<file path="config.mk">
export PLATFORM = sky130hd
export DESIGN_NAME = pipe_stage_buf
export DESIGN_NICKNAME = d
export VERILOG_FILES = /design/src/rtl/pipe_stage_buf.sv
export SDC_FILE = /design/constraint.sdc
export NUM_CORES = 1
export LEC_CHECK = 0
export BUFFER_PORTS_ARGS = -buffer_cell sky130_fd_sc_hd__buf_2
export CORE_UTILIZATION = 58
export CTS_CLUSTER_DIAMETER = 100
export CTS_CLUSTER_SIZE = 25
export DETAILED_ROUTE_END_ITERATION = 16
export GPL_TIMING_DRIVEN = 0
export PLACE_DENSITY_LB_ADDON = 0.12
export SETUP_SLACK_MARGIN = 0.2
export SYNTH_ARGS = -nofsm -noshare
export SYNTH_HDL_FRONTEND = slang
export SYNTH_SLANG_ARGS = --single-unit
</file>
<file path="constraint.sdc">
create_clock -name clk -period 4 [get_ports clk]
set_input_delay 0.6 -clock clk [delete_from_list [all_inputs] [get_ports clk]]
set_output_delay 0.6 -clock clk [all_outputs]
set_load 0.02 [all_outputs]
</file>
<file path="src/rtl/pipe_stage_buf.sv">
// Generic pipeline stage register: valid/ready handshake, 2-entry skid buffer, flush, bubble zeroing.
// Optional performance counters (stall_cnt, flush_cnt) are built only when PIPE_STAGE_BUF_PERF_EN is defined.
module pipe_stage_buf #(
    parameter int DATA_W = 96,
    parameter int CTRL_W = 16
`ifdef PIPE_STAGE_BUF_PERF_EN
    ,
    parameter int CNT_W  = 16
`endif
) (
    input  logic              clk,
    input  logic              rst,
    input  logic              flush,
    input  logic              in_valid,
    output logic              in_ready,
    input  logic [DATA_W-1:0] in_data,
    input  logic [CTRL_W-1:0] in_ctrl,
    output logic              out_valid,
    input  logic              out_ready,
    output logic [DATA_W-1:0] out_data,
    output logic [CTRL_W-1:0] out_ctrl,
    output logic [1:0]        occupancy
`ifdef PIPE_STAGE_BUF_PERF_EN
    ,
    output logic [CNT_W-1:0]  stall_cnt,
    output logic [CNT_W-1:0]  flush_cnt
`endif
);

    // State encoding doubles as the occupancy count.
    typedef enum logic [1:0] {
        ST_EMPTY = 2'd0,
        ST_ONE   = 2'd1,
        ST_TWO   = 2'd2
    } state_t;

    state_t              state_r;
    state_t              state_nxt_s;
    logic [DATA_W-1:0]   main_data_r;
    logic [CTRL_W-1:0]   main_ctrl_r;
    logic [DATA_W-1:0]   skid_data_r;
    logic [CTRL_W-1:0]   skid_ctrl_r;
    logic                in_ready_s;
    logic                out_valid_s;
    logic                in_fire_s;
    logic                out_fire_s;
    logic                load_main_in_s;
    logic                load_main_skid_s;
    logic                load_skid_s;

    assign in_fire_s  = in_valid & in_ready_s;
    assign out_fire_s = out_valid_s & out_ready;

    // State register; every update happens on the falling clock edge.
    always_ff @(negedge clk or negedge rst) begin
        if (!rst) begin
            state_r <= ST_EMPTY;
        end else begin
            state_r <= state_nxt_s;
        end
    end

    // Next-state and datapath load selection; flush overrides every transition.
    always_comb begin
        state_nxt_s      = state_r;
        load_main_in_s   = 1'b0;
        load_main_skid_s = 1'b0;
        load_skid_s      = 1'b0;
        if (flush) begin
            state_nxt_s = ST_EMPTY;
        end else begin
            case (state_r)
                ST_EMPTY: begin
                    if (in_fire_s) begin
                        state_nxt_s    = ST_ONE;
                        load_main_in_s = 1'b1;
                    end else begin
                        state_nxt_s = ST_EMPTY;
                    end
                end
                ST_ONE: begin
                    if (in_fire_s && out_fire_s) begin
                        state_nxt_s    = ST_ONE;
                        load_main_in_s = 1'b1;
                    end else if (in_fire_s) begin
                        state_nxt_s = ST_TWO;
                        load_skid_s = 1'b1;
                    end else if (out_fire_s) begin
                        state_nxt_s = ST_EMPTY;
                    end else begin
                        state_nxt_s = ST_ONE;
                    end
                end
                ST_TWO: begin
                    if (out_fire_s) begin
                        state_nxt_s      = ST_ONE;
                        load_main_skid_s = 1'b1;
                    end else begin
                        state_nxt_s = ST_TWO;
                    end
                end
                default: begin
                    state_nxt_s = ST_EMPTY;
                end
            endcase
        end
    end

    // Handshake outputs decode only the registered state, so out_ready never reaches in_ready.
    always_comb begin
        in_ready_s  = 1'b1;
        out_valid_s = 1'b0;
        case (state_r)
            ST_EMPTY: begin
                in_ready_s  = 1'b1;
                out_valid_s = 1'b0;
            end
            ST_ONE: begin
                in_ready_s  = 1'b1;
                out_valid_s = 1'b1;
            end
            ST_TWO: begin
                in_ready_s  = 1'b0;
                out_valid_s = 1'b1;
            end
            default: begin
                in_ready_s  = 1'b1;
                out_valid_s = 1'b0;
            end
        endcase
    end

    // Main and skid payload registers.
    always_ff @(negedge clk or negedge rst) begin
        if (!rst) begin
            main_data_r <= {DATA_W{1'b0}};
            main_ctrl_r <= {CTRL_W{1'b0}};
            skid_data_r <= {DATA_W{1'b0}};
            skid_ctrl_r <= {CTRL_W{1'b0}};
        end else begin
            if (load_main_in_s) begin
                main_data_r <= in_data;
                main_ctrl_r <= in_ctrl;
            end else if (load_main_skid_s) begin
                main_data_r <= skid_data_r;
                main_ctrl_r <= skid_ctrl_r;
            end
            if (load_skid_s) begin
                skid_data_r <= in_data;
                skid_ctrl_r <= in_ctrl;
            end
        end
    end

    assign in_ready  = in_ready_s;
    assign out_valid = out_valid_s;
    assign out_data  = main_data_r;
    // A bubble must never carry write enables downstream.
    assign out_ctrl  = out_valid_s ? main_ctrl_r : {CTRL_W{1'b0}};
    assign occupancy = state_r;

`ifdef PIPE_STAGE_BUF_PERF_EN
    logic [CNT_W-1:0] stall_cnt_r;
    logic [CNT_W-1:0] flush_cnt_r;

    // Saturating stall and flush counters, cleared only by reset.
    always_ff @(negedge clk or negedge rst) begin
        if (!rst) begin
            stall_cnt_r <= {CNT_W{1'b0}};
            flush_cnt_r <= {CNT_W{1'b0}};
        end else begin
            if (out_valid_s && !out_ready && (stall_cnt_r != {CNT_W{1'b1}})) begin
                stall_cnt_r <= stall_cnt_r + {{(CNT_W-1){1'b0}}, 1'b1};
            end
            if (flush && (state_r != ST_EMPTY) && (flush_cnt_r != {CNT_W{1'b1}})) begin
                flush_cnt_r <= flush_cnt_r + {{(CNT_W-1){1'b0}}, 1'b1};
            end
        end
    end

    assign stall_cnt = stall_cnt_r;
    assign flush_cnt = flush_cnt_r;
`endif

endmodule

</file>
* Word level (Yosys, flattened, before mapping)
Index checks and enable logic that the tools add are counted.
W data, S select, Z words.
** Cells by class
- $lt $le $gt $ge :: 0
- Shift operators :: 0
- Divide/modulo/power cells :: 0
- Multiplexer cells :: 24
- Bitwise gates (word level) :: 2
- Equality and inequality tests :: 2
- Multiply operators :: 0
- Add/sub/neg operators :: 0
- Reductions and logical operators :: 4
** Operators with widths (number)
- $mux W96 :: 2
- $mux W16 :: 3
- $mux W1 :: 13
- $mux W2 :: 4
- $pmux W2 S3 :: 1
- $and A1 B1 Y1 :: 2
- $eq A2 B1 Y1 const B :: 1
- $eq A2 B2 Y1 const B :: 1
- $logic_not A2 Y1 :: 1
- $pmux W1 S2 :: 1
- $reduce_bool A2 Y1 :: 1
- $reduce_or A2 Y1 :: 1
- $logic_and A1 B1 Y1 :: 1
** Storage, ports and cells
- ROM bits :: 0
- Input bits :: 117
- Output and inout port bits :: 116
- Latch bits :: 0
- Memories kept :: 0
- Word-level logic and storage cells :: 37
- RAM bits :: 0
- Bits in registers :: 226

* Logic depth before layout (Yosys ltp)
Gate-level depths: netlist of run 1.
- Word-level depth :: 9
- Gate-level depth with buffers :: 10
- Mapped depth without buffers :: 8

==> metrics.csv, run 1 <==
stage;metric;value;unit
status;status;finished, violations left;
status;failing checks;negative setup slack;
placement;port bufs;232;
global_routing;met1 GRT Util;28.27;%
pwr;Leak;5.944;nW
placement;GPL Wtd Cong;0.7937;
yosys;synth warn;0;
critical_path;CP required;3400;ps
job;# Max-Cap Violations;0;
die;die span in y;133.4;microns
global_routing;largest net degree at the start of global routing;121;
layout;layout cell share with drive strength beyond 1;55.30;%
global_routing;first-pass GRT wire length;34.48;mm
yosys;Post-Syn Area;10010;sq um
clock_tree;worst skew pair latency;490;ps
pwr;pwr dens;586.6;nW/um^2
die;Initial Util;59.92;%
critical_path;CP startpoint kind;flip-flop;
critical_path;Crit-path slowest cell;dfrtn_1;
sta;final worst slack;-369.8;ps
pwr;worst vdd ir;0.4520;mV
sta;RSZ-0062 raised after global routing;true;
sta;Max Slew Vio Count;0;
route;DRC violations left;0;
die;Core Rows;47;
placement;pre-CTS setup slack;-231.5;ps
global_routing;antenna violations before repair;4;
placement;Placed Area;11780;sq um
yosys;Avg Cell Area, Syn;15.69;sq um
sta;hold slack;426.3;ps
hold_path;hold crit path type;flip-flop to flip-flop;
sta;Slew HR;46.80;%
route;WL/cell;18.92;microns
critical_path;Critical Path Sink Type;output port;
global_routing;Total GRT Usage;24.47;%
yosys;sequential share of the synthesized area;56.51;%
route;Post-DRT Antenna Nets;0;
route;vias post-DR;6046;
die;Die W;133.4;microns
sta;Worst Tran Pin Value;798.0;ps
global_routing;number of global-route vias before repair;6935;
die;core area;16700;sq um
sta;Clock Skew;24.76;ps
layout;post-route cell area;12390;sq um
yosys;Synth Flop Type;dfrtn_1;
global_routing;met3 GRT Util;6.202;%
critical_path;Worst R2R Path Depth;10;
yosys;Netlist cell types;18;
die;io pins;233;
layout;Layout Nets;1019;
clock_tree;CTS buffer count;13;
yosys;Yosys top cell by area;dfrtn_1;
yosys;syn nets;760;
yosys;count leader, synth;dfrtn_1;
yosys;top cells by count, synth;dfrtn_1 (226), mux2_2 (176), mux2_1 (160), buf_2 (19), buf_6 (18);
global_routing;Most Used Layer, Global Route;met2;
clock_tree;maximum level of the CTS H-tree;1;
die;die area;17780;sq um
yosys;Synth area leaders;dfrtn_1 (57%), mux2_2 (20%), mux2_1 (18%);
layout;fin util;74.18;%
route;routed wire length;21.19;mm
pwr;total power;7.267;mW
hold_path;Hold Path Depth;1;
yosys;Post-synth EDFFs;0;
critical_path;critical path, cell by cell;inv_2 > ha_4 > clkbuf_16 > and2_4 > buf_6;
yosys;Post-synth ARST share;100.0;%
critical_path;Max FO, Critical Path;7;
critical_path;Worst Path Arrival;3770;ps
critical_path;critical path class;flip-flop to output port;
critical_path;Crit path largest cell delay;470;ps
route;via density per instance;5.398;
clock_tree;Root Driver;clkbuf_16;
sta;final hold vios;0;
clock_tree;Longest Clk Path Bufs;3;
yosys;cell count after synthesis;638;
yosys;Synth top area share;56.51;%
route;Pre-antenna DRT Iters;4;
sta;Final setup viols;18;
clock_tree;Sink Count;226;
clock_tree;CTS clk-pin slew, worst paths;70;ps
yosys;post-synthesis register bit count;226;
clock_tree;CTS tree;yes;
route;1st-iter DRT viols;196;
global_routing;remaining global-route overflow;0;
global_routing;GRT met2 Usage;44.62;%
layout;P&R area growth vs syn;23.81;%
placement;Post-DP HPWL;15.35;mm
path summary, 6_finish.rpt:
path | start | slack (ps) | to
max | occupancy[1] | -370 | out_ctrl[9]
min | skid_data_r[53] | 430 | skid_data_r[53]
max reg2reg | occupancy[1] | 1650 | out_data[49]
min reg2reg | skid_data_r[53] | 430 | skid_data_r[53]
max in group asynchronous | rst | 910 | main_ctrl_r[1]
min in group asynchronous | rst | 2010 | skid_data_r[39]
state kept, by name (all words and copies together), names as in the netlist:
signal,flops
skid_data_r,96
out_data,96
occupancy,2
main_ctrl_r,16
skid_ctrl_r,16
where the power goes:
part	leakage [nW]	switching, mW	total [mW]	internal (mW)
Clock	0.173	0.725	1.33	0.605
Sequential	2.70	0.399	3.59	3.20
Combinational	3.07	1.10	2.34	1.24
logic make-up (layout without fill, tap and decap cells):
logic type / after synthesis / count (layout) / synth area share [%]
muxes: 336 / 336 / 37.81
DFF: 226 / 226 / 56.51
buffers and inverters: 44 / 303 / 3.238
and+or+nand+nor: 24 / 24 / 1.550
adders and majority gates: 5 / 5 / 0.6252
AOI/OAI and AO/OA: 3 / 3 / 0.2626
other: 0 / 3 / 0
critical path: cells and delay by family (launching register included):
kind | cells | cell delay (ps)
adder cells (fa/ha/maj) | 1 | 330
AND/OR/NAND/NOR | 1 | 140
buffers and inverters | 3 | 340
flip-flops | 1 | 470
area by class of cell:
cell class,count,area [sq um]
sequential,226,5655
fill,1078,4312
multi-input combinational,368,4262
timing repair buffer,244,1414
buffer,38,394.1
clock buffer,14,329.1
tap,220,275.3
clock inverter,1,30.03
inverter,6,22.52
antenna,3,7.507
repair_timing:
item,in CTS,in global routing
hold buffers,0,0
buffers inserted,4,6
pin swaps,1,2
resized for setup,35,13
cloned,1,0
setup endpoints to repair,19,21
per-stage QoR:
step	setup TNS (ps)	cells
floorplan	0	638
global placement	-709010	1090
detailed placement	-26820	1091
CTS	-5263	1111
global route	-6287	1119
finish	-5639	1120
placed cells by master, fill, tap and decap left out, types with 3 or more instances in the layout:
master / n
buf_8: 6
and2_4: 10
buf_2: 221
clkbuf_16: 14
and2_2: 6
buf_4: 10
dfrtn_1: 226
buf_6: 43
mux2_4: 45
mux2_1: 160
inv_1: 3
mux2_2: 131
diode_2: 3
inv_2: 3
metal layers:
metal / vias up / wire length (microns) / part of all wire (%)
li1: 2787 / - / -
met1: 3047 / 8181 / 39
met2: 169 / 11080 / 52
met3: 39 / 1374 / 6.5
met4: 4 / 522 / 2.5
met5: - / 27 / 0.13
Note: power is estimated with default switching activity, not from simulation.
==> run 2: changes to the inputs <==
--- a/config.mk
+++ b/config.mk
@@ -5,8 +5,9 @@
 export SDC_FILE = /design/constraint.sdc
 export NUM_CORES = 1
 export LEC_CHECK = 0
+export ABC_AREA = 1
 export BUFFER_PORTS_ARGS = -buffer_cell sky130_fd_sc_hd__buf_2
-export CORE_UTILIZATION = 58
+export CORE_UTILIZATION = 59
 export CTS_CLUSTER_DIAMETER = 100
 export CTS_CLUSTER_SIZE = 25
 export DETAILED_ROUTE_END_ITERATION = 16
==> metrics.csv, run 2 <==
stage;metric;value;unit
status;status;finished, violations left;
status;failing checks;negative setup slack;
pwr;pwr dens;543.4;nW/um^2
clock_tree;maximum level of the CTS H-tree;1;
die;io pins;233;
die;Die W;137.2;microns
placement;Post-DP HPWL;18.09;mm
layout;Layout Nets;1766;
route;DRC violations left;0;
placement;GPL Wtd Cong;0.8196;
global_routing;remaining global-route overflow;0;
yosys;Synth area leaders;dfrtn_1 (52%), nand2_1 (24%), nand3_1 (5.2%);
pwr;sequential share of power;49.8;%
yosys;Avg Cell Area, Syn;7.796;sq um
critical_path;Worst Path Arrival;3770;ps
hold_path;Hold Path Depth;2;
critical_path;reg-to-reg endpoint;out_data[23];
critical_path;Worst R2R Path Depth;16;
layout;commonest non-fill, non-tap cell in the layout;nand2_1;
global_routing;number of global-route vias before repair;8829;
yosys;synth warn;0;
layout;layout cell share with drive strength beyond 1;25.85;%
yosys;post-synthesis register bit count;226;
yosys;syn nets;1505;
sta;Worst Tran Pin Value;550.7;ps
route;via density per instance;5.084;
layout;fin util;72.72;%
pwr;total power;7.099;mW
global_routing;largest net degree at the start of global routing;79;
critical_path;Critical Path Sink Type;output port;
pwr;net switching power;2.533;mW
sta;Max Slew Vio Count;0;
yosys;Post-Syn Area;10780;sq um
clock_tree;Longest Clk Path Bufs;3;
critical_path;Critical Path Start;occupancy[0];
global_routing;antenna violations before repair;2;
route;vias post-DR;9527;
global_routing;first-pass GRT wire length;42.38;mm
sta;setup TNS;-5716;ps
sta;final worst slack;-365.2;ps
sta;RSZ-0062 raised after global routing;true;
yosys;Post-synth ARST share;100.0;%
critical_path;reg2reg start;occupancy[1];
job;# Max-Cap Violations;0;
pwr;Internal Pwr Total;4.566;mW
clock_tree;CTS clk-pin slew, worst paths;70;ps
die;core area;17960;sq um
die;Core Rows;49;
clock_tree;CTS tree;yes;
sta;Slew HR;63.29;%
yosys;Post-synth EDFFs;0;
sta;final hold vios;0;
critical_path;CP startpoint kind;flip-flop;
clock_tree;CTS buffer count;13;
yosys;sequential share of the synthesized area;52.45;%
yosys;Synth Flop Type;dfrtn_1;
placement;port bufs;232;
pwr;Net Sw Frac;35.68;%
critical_path;critical path class;flip-flop to output port;
pwr;clock network fraction of total power;19.3;%
yosys;cell count after synthesis;1383;
placement;dpl cells;1846;
die;Initial Util;60.02;%
clock_tree;Sink Count;226;
critical_path;Max FO, Critical Path;6;
route;routed wire length;26.63;mm
clock_tree;Root Driver;clkbuf_16;
pwr;worst vdd ir;0.3823;mV
layout;fin cells;1874;
layout;P&R area growth vs syn;21.17;%
die;die span in y;137.2;microns
die;die area;18820;sq um
route;Post-DRT Antenna Nets;0;
layout;post-route cell area;13060;sq um
yosys;Synth top area share;52.45;%
global_routing;Total GRT Usage;28.40;%
hold_path;startpoint of the worst hold path;out_data[9];
placement;pre-CTS setup slack;-264.8;ps
yosys;Yosys top cell by area;dfrtn_1;
sta;Clock Skew;18.97;ps
hold_path;WHS Endpoint;out_data[9];
hold_path;hold crit path type;flip-flop to flip-flop;
placement;Placed Area;12320;sq um
yosys;top cells by count, synth;nand2_1 (693), dfrtn_1 (226), inv_1 (133), nand3_1 (113), o21ai_1 (62);
yosys;Netlist cell types;22;
clock_tree;worst skew pair latency;490;ps
route;WL/cell;14.21;microns
pwr;Leak;7.598;nW
layout;most frequent cells in the layout;nand2_1 (679), buf_2 (242), dfrtn_1 (226);
route;1st-iter DRT viols;673;
sta;hold slack;421.8;ps
critical_path;CP required;3400;ps
yosys;count leader, synth;nand2_1;
sta;Final setup viols;18;
critical_path;flop-to-flop setup slack;1430;ps
pwr;Combinational Power Share;30.9;%
route;Pre-antenna DRT Iters;4;
run 2: logic make-up (layout without fill, tap and decap cells):
logic type                 Yosys count  count (layout)  synth area share, %
other                                0               1                    0
and+or+nand+nor                    817             817                30.07
buffers and inverters              221             482                9.841
DFF                                226             226                52.45
adders and majority gates            5               5               0.5802
AOI/OAI and AO/OA                  114             114                7.056
run 2: per-layer routing:
| metal | vias up | routed length [microns] | GRT usage, % |
|---|---|---|---|
| li1 | 4725 | - | - |
| met3 | 54 | 1451 | 3.274 |
| met1 | 4435 | 11600 | 39.70 |
| met2 | 311 | 12870 | 46.46 |
| met5 | - | 11 | 0 |
| met4 | 2 | 696 | 8.974 |
run 2: timing repair:
action / CTS / global route
hold endpoints to repair: 0 / 0
buffers inserted: 10 / 1
hold buffers: 0 / 0
endpoints found under the setup margin: 19 / 98
cloned: 1 / 0
gates resized for setup: 61 / 22
pin swaps: 1 / 2
run 2: how the worst max path moves through the flow:
stage,end,cells after the start,slack [ps]
finish,out_ctrl[13],7,-370
global route,out_ctrl[13],7,-420
CTS,out_ctrl[14],7,-340
detailed placement,out_data[4],12,-260
global placement,out_data[1],1,-3430
floorplan,out_ctrl[10],6,50
run 2: power by group through the flow:
stage               clock network (mW)  registers [mW]  logic (mW)
CTS                               1.38            3.52        2.19
floorplan                            0            3.82        1.07
finish                            1.37            3.53        2.19
detailed placement                   0            3.54        2.08
global route                      1.46            3.62        2.46
global placement                     0            3.51        2.02
run 2: worst max-delay path, stage by stage, from the launching register on:
cell       delay, ps
dfrtn_1          430
inv_2             60
ha_4             270
buf_8            130
clkbuf_16        160
nand2_2           60
inv_2             50
buf_6            110
run 2: layout make-up:
| type | count | area [sq um] |
|---|---|---|
| Buffer | 86 | 603.1 |
| Fill cell | 1448 | 4900 |
| Sequential cell | 226 | 5655 |
| Antenna cell | 1 | 2.502 |
| Timing Repair Buffer | 246 | 1475 |
| Clock inverter | 1 | 30.03 |
| Tap cell | 229 | 286.5 |
| Multi-Input combinational cell | 936 | 4175 |
| Inverter | 135 | 506.7 |
| Clock buffer | 14 | 329.1 |
